### src/rtl/dmem_pkg.sv
// Shared types and encodings for the memory-stage access sequencer.
// Store-lane helpers live here so the top stays focused on sequencing.
package dmem_pkg;

  typedef enum logic [1:0] {
    IDLE  = 2'b00,
    BUSY  = 2'b01,
    DONE  = 2'b10,
    FAULT = 2'b11
  } state_t;

  typedef logic [3:0] wmask_t;

  localparam logic [1:0] MW_NONE = 2'b00;
  localparam logic [1:0] MW_SW   = 2'b01;
  localparam logic [1:0] MW_SH   = 2'b10;
  localparam logic [1:0] MW_SB   = 2'b11;

  localparam logic [2:0] LD_LW  = 3'b001;
  localparam logic [2:0] LD_LTH = 3'b010;
  localparam logic [2:0] LD_LH  = 3'b011;
  localparam logic [2:0] LD_LB  = 3'b100;
  localparam logic [2:0] LD_LHU = 3'b101;
  localparam logic [2:0] LD_LBU = 3'b110;

  function automatic wmask_t store_mask(input logic [1:0] mw, input logic [1:0] ofs);
    wmask_t m;
    case (mw)
      MW_SW:   m = 4'b1111;
      MW_SH:   m = ofs[1] ? 4'b1100 : 4'b0011;
      MW_SB:   m = wmask_t'(4'b0001 << ofs);
      default: m = 4'b0000;
    endcase
    return m;
  endfunction

  function automatic logic [31:0] store_data(input logic [1:0] mw, input logic [31:0] wd);
    logic [31:0] d;
    case (mw)
      MW_SH:   d = {2{wd[15:0]}};
      MW_SB:   d = {4{wd[7:0]}};
      default: d = wd;
    endcase
    return d;
  endfunction

  // A store decides alignment on its own; a load only matters when no store is present.
  // LTH extracts a halfword, so it needs only halfword alignment.
  function automatic logic is_misaligned(input logic [1:0] mw, input logic [2:0] lc,
                                         input logic [1:0] ofs);
    logic mis;
    if (mw != MW_NONE) begin
      case (mw)
        MW_SW:   mis = (ofs != 2'b00);
        MW_SH:   mis = ofs[0];
        default: mis = 1'b0;
      endcase
    end else begin
      case (lc)
        LD_LH, LD_LHU, LD_LTH: mis = ofs[0];
        LD_LB, LD_LBU:         mis = 1'b0;
        default:               mis = (ofs != 2'b00);
      endcase
    end
    return mis;
  endfunction

endpackage

### src/rtl/dmem_access_ctrl_load_extract.sv
// Combinational load-result formatter: selects the addressed half/byte
// of a read word and extends it according to the load code.
module load_extract
  import dmem_pkg::*;
(
  input  logic [31:0] rdata,
  input  logic [2:0]  load_code,
  input  logic [1:0]  addr_lo,
  output logic [31:0] result
);

  function automatic logic [31:0] sext16(input logic signed [15:0] v);
    logic signed [31:0] r;
    r = v;
    return r;
  endfunction

  function automatic logic [31:0] sext8(input logic signed [7:0] v);
    logic signed [31:0] r;
    r = v;
    return r;
  endfunction

  logic [15:0] half_sel;
  logic [7:0]  byte_sel;

  always_comb begin
    half_sel = addr_lo[1] ? rdata[31:16] : rdata[15:0];
    case (addr_lo)
      2'd0:    byte_sel = rdata[7:0];
      2'd1:    byte_sel = rdata[15:8];
      2'd2:    byte_sel = rdata[23:16];
      default: byte_sel = rdata[31:24];
    endcase

    case (load_code)
      LD_LH:   result = sext16(half_sel);
      LD_LHU:  result = {16'h0000, half_sel};
      LD_LB:   result = sext8(byte_sel);
      LD_LBU:  result = {24'h000000, byte_sel};
      LD_LTH:  result = {half_sel, 16'h0000};
      default: result = rdata;
    endcase
  end

endmodule

### src/rtl/dmem_access_ctrl.sv
// Memory-stage sequencer: turns decoded load/store controls into a single
// req/ready access, stalls the pipeline until it completes, faults or times out.
module dmem_access_ctrl
  import dmem_pkg::*;
#(
  parameter int ADDR_W         = 32,
  parameter int TIMEOUT_CYCLES = 255
) (
  input  logic              clk,
  input  logic              reset,
  input  logic              MemRead,
  input  logic [1:0]        MemWrite,
  input  logic [2:0]        load_code,
  input  logic [ADDR_W-1:0] addr,
  input  logic [31:0]       wdata,
  output logic              mem_req,
  output logic              mem_we,
  output logic [ADDR_W-1:0] mem_addr,
  output logic [31:0]       mem_wdata,
  output logic [3:0]        mem_wmask,
  input  logic              mem_ready,
  input  logic [31:0]       mem_rdata,
  output logic              stall,
  output logic [31:0]       load_data,
  output logic              load_valid,
  output logic              misaligned_err,
  output logic              bus_err
);

  state_t      state, state_nxt;
  logic [7:0]  tmo_cnt;
  logic        tmo_last;
  logic        is_load;
  logic        fault_bus;
  logic [2:0]  lc_q;
  logic [1:0]  ofs_q;
  logic        is_write;
  logic        active;
  logic        mis;
  logic [31:0] extracted;

  assign is_write = (MemWrite != MW_NONE);
  assign active   = MemRead | is_write;
  assign mis      = is_misaligned(MemWrite, load_code, addr[1:0]);
  assign tmo_last = (tmo_cnt == 8'(TIMEOUT_CYCLES - 1));

  load_extract u_extract (
    .rdata     (mem_rdata),
    .load_code (lc_q),
    .addr_lo   (ofs_q),
    .result    (extracted)
  );

  always_comb begin
    state_nxt      = state;
    stall          = 1'b0;
    mem_req        = 1'b0;
    load_valid     = 1'b0;
    misaligned_err = 1'b0;
    bus_err        = 1'b0;
    case (state)
      IDLE: begin
        if (active) begin
          stall     = 1'b1;
          state_nxt = mis ? FAULT : BUSY;
        end
      end
      BUSY: begin
        stall   = 1'b1;
        mem_req = 1'b1;
        if (mem_ready)     state_nxt = DONE;
        else if (tmo_last) state_nxt = FAULT;
      end
      DONE: begin
        load_valid = is_load;
        state_nxt  = IDLE;
      end
      default: begin
        misaligned_err = ~fault_bus;
        bus_err        = fault_bus;
        state_nxt      = IDLE;
      end
    endcase
  end

  always_ff @(posedge clk) begin
    if (reset) begin
      state     <= IDLE;
      tmo_cnt   <= 8'd0;
      mem_addr  <= '0;
      mem_we    <= 1'b0;
      mem_wdata <= 32'h0;
      mem_wmask <= 4'h0;
      load_data <= 32'h0;
      is_load   <= 1'b0;
      fault_bus <= 1'b0;
      lc_q      <= 3'b000;
      ofs_q     <= 2'b00;
    end else begin
      state <= state_nxt;
      case (state)
        IDLE: begin
          if (active) begin
            fault_bus <= 1'b0;
            if (!mis) begin
              mem_addr  <= {addr[ADDR_W-1:2], 2'b00};
              mem_we    <= is_write;
              mem_wmask <= store_mask(MemWrite, addr[1:0]);
              mem_wdata <= store_data(MemWrite, wdata);
              is_load   <= ~is_write;
              lc_q      <= load_code;
              ofs_q     <= addr[1:0];
              tmo_cnt   <= 8'd0;
            end
          end
        end
        BUSY: begin
          if (mem_ready) begin
            if (is_load) load_data <= extracted;
          end else begin
            tmo_cnt <= tmo_cnt + 8'd1;
            if (tmo_last) fault_bus <= 1'b1;
          end
        end
        default: ;
      endcase
    end
  end

endmodule

### config.mk
export PLATFORM = sky130hd
export DESIGN_NAME = dmem_access_ctrl
export DESIGN_NICKNAME = d
export VERILOG_FILES = /design/src/rtl/dmem_pkg.sv /design/src/rtl/dmem_access_ctrl_load_extract.sv /design/src/rtl/dmem_access_ctrl.sv
export SDC_FILE = /design/constraint.sdc
export NUM_CORES = 1
export LEC_CHECK = 0
export CORE_ASPECT_RATIO = 2
export CORE_MARGIN = 1
export CORE_UTILIZATION = 50
export CTS_CLUSTER_SIZE = 8
export DETAILED_ROUTE_END_ITERATION = 10
export PLACE_DENSITY = 0.86
export SLEW_MARGIN = 20
export SYNTH_ARGS = -nofsm -noshare
export SYNTH_HDL_FRONTEND = slang
export SYNTH_SLANG_ARGS = --single-unit
### constraint.sdc
create_clock -name clk -period 5.6 [get_ports clk]
set_input_delay 1.4 -clock clk [delete_from_list [all_inputs] [get_ports clk]]
set_output_delay 1.4 -clock clk [all_outputs]
set_load 0.05 [all_outputs]
* After elaboration in Yosys (flattened, before gate mapping) *
Cells that the tools add are included.

operators by class
  add/subtract/negate cells = 1
  equality and inequality tests = 23
  shift operators = 1
  multiplexer cells = 28
  bitwise gates (word level) = 4
  reductions and logical operators = 13

operators with widths
  operator               count
  $pmux W32 S5           1
  $pmux W32 S2           1
  $mux W8                3
  $pmux W8 S3            1
  $eq A3 B3 Y1 const B   6
  $mux W16               1
  $pmux W8 S2            1
  $eq A3 B2 Y1 const B   4
  $pmux W4 S3            1
  $mux W1                9
  $add A8 B1 Y8 const B  1
  $eq A2 B2 Y1 const B   4
  $eq A8 B8 Y1 const B   1
  $mux W2                4
  $ne A2 B2 Y1 const B   4
  $pmux W1 S2            4
  $reduce_and A4 Y1      2
  $eq A2 B1 Y1 const B   3
  $reduce_and A3 Y1      2
  $reduce_bool A2 Y1     3
  $reduce_or A3 Y1       2
  $logic_not A2 Y1       2
  $mux W4                1
  $pmux W2 S2            1
  other kinds (6)        8

storage, ports and cells
  register bits = 116
  input port bits = 105
  logic and storage cells = 81

* Depth between registers and ports, before layout *
Gate-level depths: netlist of the first run.

  word-level depth = 7
  depth in mapped cells = 9
  depth with buffers taken out = 6

* Cells and area by module *
A second synthesis of the first run with hierarchy kept.

second synthesis, totals
  cell total of the unflattened synthesis = 757
  area, all modules = 6396.1 um^2

modules (own cells, without submodules)
  module            times used  cells each  area an instance (um^2)  sequential area each (um^2)
  dmem_access_ctrl  1           626         5367.6                   2322.2
  load_extract      1           131         1028.5                   0.0

* Worst setup path after synthesis of the first run *
Ideal clock, no wire load.

  path type = input-to-output
  start = input port MemWrite[1]
  end = output port stall
  data arrival time = 2741 ps
  required time = 4200 ps
  setup slack = 1459 ps
  cell stages on the path = 6
  cells stage by stage = clkbuf_1 > inv_1 > ha_1 > nand2b_1 > nor2_1 > nor2_1

between the ends
  cells in the longest elaborated chain, start to end = 4

RTL lines
  element             line                    source
  from (decl)         dmem_access_ctrl.sv:12  input logic [1:0] MemWrite,
  $reduce_bool A2 Y1  dmem_access_ctrl.sv:42  assign is_write = (MemWrite != MW_NONE);
  $or A1 B1 Y1        dmem_access_ctrl.sv:43  assign active = MemRead | is_write;
  $mux W1             dmem_access_ctrl.sv:63  if (active) begin
  $pmux W1 S2         dmem_access_ctrl.sv:61  case (state)
  to (decl)           dmem_access_ctrl.sv:23  output logic stall,

Every way passes these cells.

* Worst setup path after layout of the first run *
Same ends and word-level chain as after synthesis.

==> results of run 1 <==
## metal layers
layer / GRT usage, % / up-vias
met5: 0 / -
met4: 24.0 / 0
met3: 8.33 / 107
met2: 60.9 / 458
met1: 36.4 / 3273
li1: - / 3077
## worst reg2reg max path, stage by stage (launching register included)
cell and delay, ns:
dfxtp_1 0.66, nand4b_1 0.16, buf_4 0.27, nor2_1 0.81, o21ai_0 0.34, o21ai_0 0.23
## how the worst max path moves through the flow
stage / startpoint / endpoint / slack (ns)
2_1_floorplan: MemWrite[1] / stall / 1.46
5_1_grt: MemWrite[1] / stall / 1.01
6_report: MemWrite[1] / stall / 1.12
3_3_place_gp: MemWrite[1] / stall / 1.16
4_1_cts: MemWrite[1] / stall / 1.13
3_5_place_dp: MemWrite[1] / stall / 1.14
## power by group through the flow
| stage | registers [mW] | logic [mW] | clock network [mW] |
|---|---|---|---|
| final | 0.973 | 0.969 | 1.08 |
| after global routing | 0.982 | 1.02 | 1.12 |
| after CTS | 0.971 | 0.957 | 1.08 |
| after detailed placement | 0.986 | 0.950 | 0 |
| after global placement | 0.982 | 0.931 | 0 |
| after floorplan | 1.21 | 0.395 | 0 |
## registers in the layout, summed over array words and instances, names as in the netlist, 2 cells and up
name	flops
lc_q	3
load_data	32
mem_addr	30
mem_wdata	32
mem_wmask	4
ofs_q	2
state	2
tmo_cnt	8
## synthesized netlist by cell type (15+ instances only)
cell | instances | area [sq um]
dfxtp_1 | 116 | 2320
o31ai_1 | 59 | 443
clkbuf_1 | 53 | 199
a21oi_1 | 50 | 250
nand2_1 | 46 | 173
nand4_1 | 45 | 282
a31oi_1 | 34 | 213
nor2_1 | 33 | 124
o21ai_1 | 27 | 135
mux2i_1 | 26 | 260
o21ai_0 | 23 | 115
a311oi_1 | 19 | 166
buf_2 | 17 | 85.1
a2bb2oi_1 | 15 | 131
o211a_1 | 15 | 150
## logic make-up after synthesis
group / after synthesis
AO/OA/AOI/OAI: 282
AND/OR/NAND/NOR: 181
flip-flops: 116
buffers and inverters: 95
multiplexers: 34
adder cells (fa/ha/maj): 6
XOR/XNOR: 2
other: 1
## layout make-up
type	count	area, sq um
Clock buffer	20	467
Inverter	9	33.8
Timing Repair Buffer	221	2180
Sequential cell	116	2320
Clock inverter	11	129
Tap cell	147	184
Fill cell	917	3270
Multi-Input combinational cell	507	3470
==> impl_metrics.csv, run 1 <==
group,metric,value,unit
power_and_ir_drop,power_frac_seq,32.2,%
drt,drcViolationCount,0,
setup_path,slowest_delay,0.45,ns
power_and_ir_drop,p_int,1.95,mW
placed_design,place_ws,1.14,ns
power_and_ir_drop,power_frac_comb,32.1,%
placed_design,dp_hpwl,15.2,mm
synthesis,synth_top_family_by_area,"compound AO/OA/AOI/OAI gates",
clock_network,cts-resized-gates,0,
finish,final_cell_area,8780,sq um
min_path,hp-start,"load_data[8]",
clock_network,htreeDepth,4,
run,cap_violations,0,
sta,rsz0062_at_grt,"false",
synthesis,synth-compound-area-share,31.4,%
power_and_ir_drop,clock_power_share,35.7,%
setup_path,required,4.20,ns
clock_network,clockBufferDepth,2,
finish,final_layout_size_suffix_gt1_share,7.35,%
clock_network,postCtsSetupRepairBufs,0,
synthesis,synth_mux_area_share,7.15,%
clock_network,cts_buffers,17,
synthesis,seq_area_frac_synth,37.7,%
drt,vias,6915,
drt,met1_length,7.55,mm
setup_path,reg2reg_from,"state[0]",
clock_network,insertion_delay,0.41,ns
sta,hold_ws,0.447,ns
synthesis,synth_edf_count,0,
die,die_h,159,um
synthesis,syn_area_per_cell,8.59,sq um
clock_network,hold_buffers,0,
setup_path,worst_ep_arrival_time,3.08,ns
grt,gr-total-overflow,0,
finish,final_cell_mix,"clkdlybuf4s50_1 (206), dfxtp_1 (116), o31ai_1 (59)",
sta,hold_viol,0,
drt,routed_wl,22.4,mm
die,core,12100,sq um
power_and_ir_drop,swShare,35.5,%
sta,tns,0,ns
setup_path,r2r_cells,5,
drt,wl_per_cell,21.8,um
setup_path,reg2reg_slack,3.06,ns
drt,route.met3.wl,1.78,mm
sta,layout_min_cycle_time,4.48,ns
grt,grt_pass1_vias,6851,
setup_path,worstSetupEndpointType,"output port",
die,die_w,80.5,um
grt,grt_usage,35.3,%
setup_path,crit_type,"primary input to output port",
sta,finalCritPeriodShare,80.1,%
setup_path,crit_chain,"clkdlybuf4s50_1 -> buf_4 -> inv_1 -> ha_1 -> nand2b_1 -> nor2_1 -> nor2_1 -> buf_4",
drt,dr_wl_met2,11.7,mm
synthesis,synthSimpleGateAreaFrac,15.5,%
clock_network,clkSinkCount,116,
finish,final_cells,1031,
die,num_io_pins,211,
die,fp-row-count,57,
power_and_ir_drop,power_density,344,nW/um^2
finish,diodes,0,
setup_path,cp-start-kind,"primary input",
grt,antenna_found_initial,0,
placed_design,port_buffers,208,
synthesis,netlist_area,6160,sq um
drt,top_layer,"met4",
setup_path,reg2reg_to,"load_data[4]",
synthesis,synth.distinct_cells,53,
setup_path,crit_fanout,16,
die,fp.dieArea,12800,sq um
placed_design,dpl-instance-area,8190,sq um
outcome,status,"finished, final reports clean",
min_path,worstHoldPathType,"register to register",
placed_design,gp_congestion,0.889,
finish,utilization,72.9,%
sta,drv_slew,0,
clock_network,clkTransAtPathRegs,0.05,ns
die,start_util,51.1,%
sta,setup_slack,1.12,ns
min_path,holdPathEnd,"load_data[8]",
power_and_ir_drop,leakage,3.32,nW
finish,nets,983,
setup_path,crit_family,"buffers and inverters",
sta,fin_skew,0.0110,ns
drt,drt_first_pass_iters,5,
setup_path,crit_path_top_delay_cell,"clkdlybuf4s50_1",
power_and_ir_drop,ir_drop,259,uV
synthesis,yosys.area_share.adder,1.22,%
power_and_ir_drop,power_switching,1.07,mW
synthesis,synthCells,717,
synthesis,synth-async-reset-ratio,0,%
clock_network,cts_tree,"built",
placed_design,placedCellCount,1000,
sta,fmax,223,MHz
clock_network,cts_root_buf,"clkbuf_16",
synthesis,synth-seq-cells,116,
finish,area_delta_synth_final,42.7,%
sta,tightest_slew,1.01,ns
drt,postRouteAntennaNets,0,
grt,grt_pass1_wl,34.9,mm
min_path,holdPathStages,2,
drt,vias_per_cell,6.71,
drt,drt-initial-drc-count,508,
synthesis,synth.yosys.warnings,0,
power_and_ir_drop,power,3.02,mW
grt,grt_max_degree,112,
synthesis,synth_xor_area_share,0.285,%
sta,setup_violations,0,
setup_path,worst-path-buf-inv,4,
setup_path,path_depth,8,
synthesis,synth_ff_type,"dfxtp_1",
sta,max_slew_margin,32.1,%
finish,final_common_cell,"clkdlybuf4s50_1",
Note: power is estimated with default switching activity, not from simulation.
==> run 2, diff against run 1 <==
--- a/config.mk
+++ b/config.mk
@@ -7,10 +7,10 @@
 export LEC_CHECK = 0
 export CORE_ASPECT_RATIO = 2
 export CORE_MARGIN = 1
-export CORE_UTILIZATION = 50
+export CORE_UTILIZATION = 42
 export CTS_CLUSTER_SIZE = 8
 export DETAILED_ROUTE_END_ITERATION = 10
-export PLACE_DENSITY = 0.86
+export PLACE_DENSITY = 0.77
 export SLEW_MARGIN = 20
 export SYNTH_ARGS = -nofsm -noshare
 export SYNTH_HDL_FRONTEND = slang
==> constraint.sdc (replaced) <==
create_clock -name clk -period 3.9 [get_ports clk]
set_input_delay 0.975 -clock clk [delete_from_list [all_inputs] [get_ports clk]]
set_output_delay 0.975 -clock clk [all_outputs]
set_load 0.05 [all_outputs]
==> impl_metrics.csv, run 2 (synthesis results as in run 1) <==
group,metric,value,unit
drt,vias,6620,
grt,grt_pass1_wl,33.3,mm
drt,drt_first_pass_iters,7,
placed_design,dp_hpwl,15.1,mm
run,cap_violations,0,
sta,tns,0,ns
drt,routed_wl,21.4,mm
clock_network,cts_buffers,17,
clock_network,cts_tree,"built",
finish,final_cell_area,8930,sq um
finish,final_common_cell,"clkdlybuf4s50_1",
placed_design,gp_congestion,0.916,
placed_design,dpl-instance-area,8330,sq um
clock_network,clkTransAtPathRegs,0.06,ns
drt,drcViolationCount,0,
clock_network,postCtsSetupRepairBufs,0,
setup_path,cp-start-kind,"primary input",
setup_path,worstSetupEndpointType,"output port",
outcome,status,"finished, final reports clean",
grt,gr-total-overflow,0,
power_and_ir_drop,leakage,3.38,nW
finish,diodes,0,
clock_network,clockBufferDepth,2,
grt,grt_pass1_vias,6465,
drt,wl_per_cell,19.7,um
min_path,worstHoldPathType,"register to register",
power_and_ir_drop,power_density,489,nW/um^2
finish,num-fill-cells,1274,
die,fp.dieArea,15200,sq um
drt,route.met3.wl,1.24,mm
finish,area_delta_synth_final,45.0,%
sta,setup_violations,0,
power_and_ir_drop,ir_drop,398,uV
grt,grt_max_degree,52,
clock_network,insertion_delay,0.40,ns
clock_network,htreeDepth,4,
setup_path,required,2.92,ns
setup_path,crit_type,"primary input to output port",
setup_path,worst_ep_arrival_time,2.49,ns
drt,postRouteAntennaNets,0,
drt,drt-initial-drc-count,440,
drt,vias_per_cell,6.09,
finish,nets,993,
clock_network,cts_root_buf,"clkbuf_16",
finish,final_cells,1087,
die,die_h,173,um
drt,met1_length,7.51,mm
sta,drv_slew,0,
clock_network,hold_buffers,0,
setup_path,crit_fanout,6,
sta,fmax,289,MHz
die,start_util,42.9,%
grt,grt_usage,28.2,%
drt,top_layer,"met4",
sta,hold_viol,0,
die,num_io_pins,211,
drt,dr_wl_met2,11.6,mm
sta,max_slew_margin,36.7,%
finish,top_regs,"load_data x32, mem_wdata x32, mem_addr x30",
sta,tightest_slew,0.948,ns
clock_network,cts-resized-gates,0,
sta,rsz0062_at_grt,"false",
die,fp-row-count,62,
grt,antenna_found_initial,0,
die,core,14400,sq um
sta,finalCritPeriodShare,88.7,%
finish,final_cell_mix,"clkdlybuf4s50_1 (206), dfxtp_1 (116), o31ai_1 (59)",
finish,final_layout_size_suffix_gt1_share,8.27,%
clock_network,clkSinkCount,116,
placed_design,placedCellCount,1055,
placed_design,port_buffers,208,
sta,layout_min_cycle_time,3.46,ns
die,die_w,87.6,um
sta,fin_skew,0.0116,ns
[run 2: cell types whose count changed in the layout (fill, tap and decap cells not counted)]
| cell | delta |
|---|---|
| clkinv_4 | -2 |
| clkbuf_8 | -2 |
| clkinv_2 | +4 |
| bufinv_16 | +1 |
| o21a_1 | +1 |
| inv_6 | +2 |
| buf_4 | +10 |
| o21a_2 | -1 |
| clkinvlp_4 | -3 |
| buf_12 | +1 |
| clkbuf_1 | +1 |
| buf_6 | -1 |
[run 2: report_power, final]
part           total [mW]  leakage, nW  switching (mW)  internal, mW
registers            1.39        0.949          0.0873          1.30
clock network        1.58        0.293           0.563          1.02
logic                1.39         2.14           0.877         0.517
[run 2: metal layers]
layer  up-vias  track usage [%]
li1       3096                -
met1      3160             30.5
met2       304             50.1
met3        60             4.19
met4         0             17.3
met5         -                0
[run 2: stage by stage]
step	worst slack [ns]	util [%]	hold WS [ns]	power, mW
3_5_place_dp	0.445	58.0	0.439	2.80
5_1_grt	0.280	62.2	0.486	4.54
4_1_cts	0.416	62.2	0.447	4.39
3_3_place_gp	0.474	58.0	0.437	2.79
2_1_floorplan	0.609	-	0.473	2.30
6_report	0.439	62.2	0.447	4.37
[run 2: cell type report]
type,count,area [sq um],area share [%]
Multi-Input combinational cell,507,3470,38.9
Timing Repair Buffer,231,2260,25.3
Clock buffer,19,443,4.96
Tap cell,192,240,2.69
Inverter,9,33.8,0.378
Clock inverter,13,156,1.75
Sequential cell,116,2320,26.0
[run 2: final timing paths]
kind / end / start / slack, ns / cells after the start
worst max-delay path: stall / MemWrite[1] / 0.44 / 7
worst min-delay path: load_data[8] / load_data[8] / 0.45 / 2
worst max register to register: load_data[29] / ofs_q[1] / 1.61 / 6
worst min register to register: load_data[8] / load_data[8] / 0.45 / 2
[run 2: critical path, stage by stage]
cell and delay [ns]:
clkdlybuf4s50_1 0.57, inv_1 0.11, ha_1 0.24, nand2b_1 0.16
nor2_1 0.07, nor2_1 0.19, buf_12 0.17
==> run 3, diff against run 2 <==
--- a/config.mk
+++ b/config.mk
@@ -7,10 +7,11 @@
 export LEC_CHECK = 0
 export CORE_ASPECT_RATIO = 2
 export CORE_MARGIN = 1
-export CORE_UTILIZATION = 42
+export CORE_UTILIZATION = 43
+export CTS_BUF_LIST = sky130_fd_sc_hd__clkbuf_2 sky130_fd_sc_hd__clkbuf_4 sky130_fd_sc_hd__clkbuf_8
 export CTS_CLUSTER_SIZE = 8
 export DETAILED_ROUTE_END_ITERATION = 10
-export PLACE_DENSITY = 0.77
+export PLACE_DENSITY = 0.78
 export SLEW_MARGIN = 20
 export SYNTH_ARGS = -nofsm -noshare
 export SYNTH_HDL_FRONTEND = slang
==> impl_metrics.csv, run 3 (synthesis results as in run 1) <==
group,metric,value,unit
clock_network,clockBufferDepth,2,
setup_path,worst_ep_arrival_time,2.47,ns
sta,fin_skew,0.0249,ns
setup_path,crit_path_top_delay_cell,"clkdlybuf4s50_1",
sta,max_slew_margin,39.2,%
finish,num-fill-cells,1237,
setup_path,crit_fanout,5,
grt,antenna_found_initial,0,
finish,final_cell_area,8740,sq um
power_and_ir_drop,power_frac_comb,35.9,%
finish,utilization,62.6,%
drt,postRouteAntennaNets,0,
placed_design,gp_congestion,0.889,
setup_path,crit_chain,"clkdlybuf4s50_1 -> inv_1 -> ha_1 -> nand2b_1 -> nor2_1 -> nor2_1 -> buf_12",
min_path,hp-start,"load_data[8]",
clock_network,clkSinkCount,116,
clock_network,cts_buffers,17,
clock_network,clkTransAtPathRegs,0.06,ns
setup_path,crit_family,"buffers and inverters",
setup_path,required,2.92,ns
clock_network,cts_tree,"built",
placed_design,port_buffers,208,
min_path,worstHoldPathType,"register to register",
sta,setup_violations,0,
finish,final_cell_mix,"clkdlybuf4s50_1 (206), dfxtp_1 (116), o31ai_1 (59)",
grt,grt_max_degree,72,
sta,fmax,290,MHz
drt,drt_first_pass_iters,5,
die,fp-row-count,61,
die,fp.dieArea,14800,sq um
setup_path,slowest_delay,0.55,ns
sta,layout_min_cycle_time,3.44,ns
power_and_ir_drop,clock_power_share,28.5,%
sta,tightest_slew,0.911,ns
finish,diodes,0,
placed_design,dpl-instance-area,8340,sq um
die,core,14000,sq um
die,die_w,86.6,um
finish,area_delta_synth_final,42.1,%
sta,finalCritPeriodShare,88.3,%
setup_path,cp-start-kind,"primary input",
sta,tns,0,ns
sta,rsz0062_at_grt,"false",
finish,top_regs,"load_data x32, mem_wdata x32, mem_addr x30",
drt,drt-initial-drc-count,380,
clock_network,cts-resized-gates,0,
setup_path,crit_type,"primary input to output port",
clock_network,postCtsSetupRepairBufs,0,
run,cap_violations,0,
grt,gr-total-overflow,0,
power_and_ir_drop,power_frac_seq,35.6,%
drt,drcViolationCount,0,
die,die_h,171,um
power_and_ir_drop,power_switching,1.50,mW
power_and_ir_drop,ir_drop,332,uV
power_and_ir_drop,power_density,447,nW/um^2
drt,routed_wl,21.6,mm
grt,grt_pass1_wl,33.5,mm
setup_path,startpoint,"MemWrite[0]",
setup_path,worstSetupEndpointType,"output port",
grt,grt_usage,28.9,%
setup_path,reg2reg_from,"ofs_q[1]",
power_and_ir_drop,leakage,3.31,nW
placed_design,dp_hpwl,15.1,mm
finish,nets,994,
power_and_ir_drop,p_int,2.41,mW
setup_path,worst-path-buf-inv,3,
clock_network,hold_buffers,0,
drt,vias_per_cell,6.19,
outcome,status,"finished, final reports clean",
finish,final_common_cell,"clkdlybuf4s50_1",
drt,vias,6712,
sta,hold_viol,0,
setup_path,crit_top_cell,"nor2_1",
sta,drv_slew,0,
clock_network,insertion_delay,0.43,ns
power_and_ir_drop,swShare,38.4,%
clock_network,cts_root_buf,"clkbuf_8",
die,start_util,44.1,%
drt,wl_per_cell,19.9,um
clock_network,htreeDepth,4,
die,num_io_pins,211,
grt,grt_pass1_vias,6554,
finish,final_layout_size_suffix_gt1_share,8.48,%
run 3: cell types whose count changed in the layout (fill, tap and decap cells not counted), sizes merged:
| cell | delta |
|---|---|
| clkbuf | -1 |
| bufinv | -1 |
| clkinv | +3 |
| clkinvlp | -2 |
| inv | +1 |
| buf | +1 |
run 3: layout make-up:
cell class	count	area, sq um	area share, %
multi-input combinational	507	3470	39.7
sequential	116	2320	26.6
timing repair buffer	232	2280	26.1
clock buffer	18	241	2.76
tap	189	236	2.70
clock inverter	14	154	1.76
inverter	9	33.8	0.386
run 3: worst paths after layout:
path | endpoint | slack, ns | cells after the start
setup / recovery | stall | 0.46 | 7
hold / removal | load_data[8] | 0.45 | 2
setup reg to reg | load_data[29] | 1.47 | 4
hold reg to reg | load_data[8] | 0.45 | 2
run 3: worst register-to-register path, stage by stage (launching register included):
cell,delay [ns]
dfxtp_1,0.92
mux4_2,0.46
and3_1,0.42
o31ai_1,0.41
o21ai_1,0.11
run 3: power by group through the flow:
stage               clock (mW)  combinational (mW)  sequential (mW)
finish                    1.11                1.40             1.39
global route              1.20                1.48             1.40
CTS                       1.14                1.40             1.39
detailed placement           0                1.39             1.41
global placement             0                1.38             1.41
floorplan                    0               0.567             1.74
run 3: per-layer routing:
metal / routed length, um / share of wire, % / vias to the layer above / GRT usage, %
met2: 11200 / 52 / 344 / 50.7
met4: 1330 / 6.2 / 0 / 18.5
met3: 1340 / 6.2 / 87 / 5.81
li1: - / - / 3088 / -
met1: 7700 / 36 / 3193 / 31.3
met5: 0 / 0 / - / 0
run 3: stage by stage:
stage	cells	hold WS (ns)	total power [mW]	setup WS, ns
6_report	1085	0.450	3.91	0.456
5_1_grt	1085	0.481	4.08	0.310
4_1_cts	1085	0.453	3.92	0.467
3_5_place_dp	1053	0.445	2.81	0.471
3_3_place_gp	1053	0.433	2.79	0.522
2_1_floorplan	718	0.473	2.30	0.609
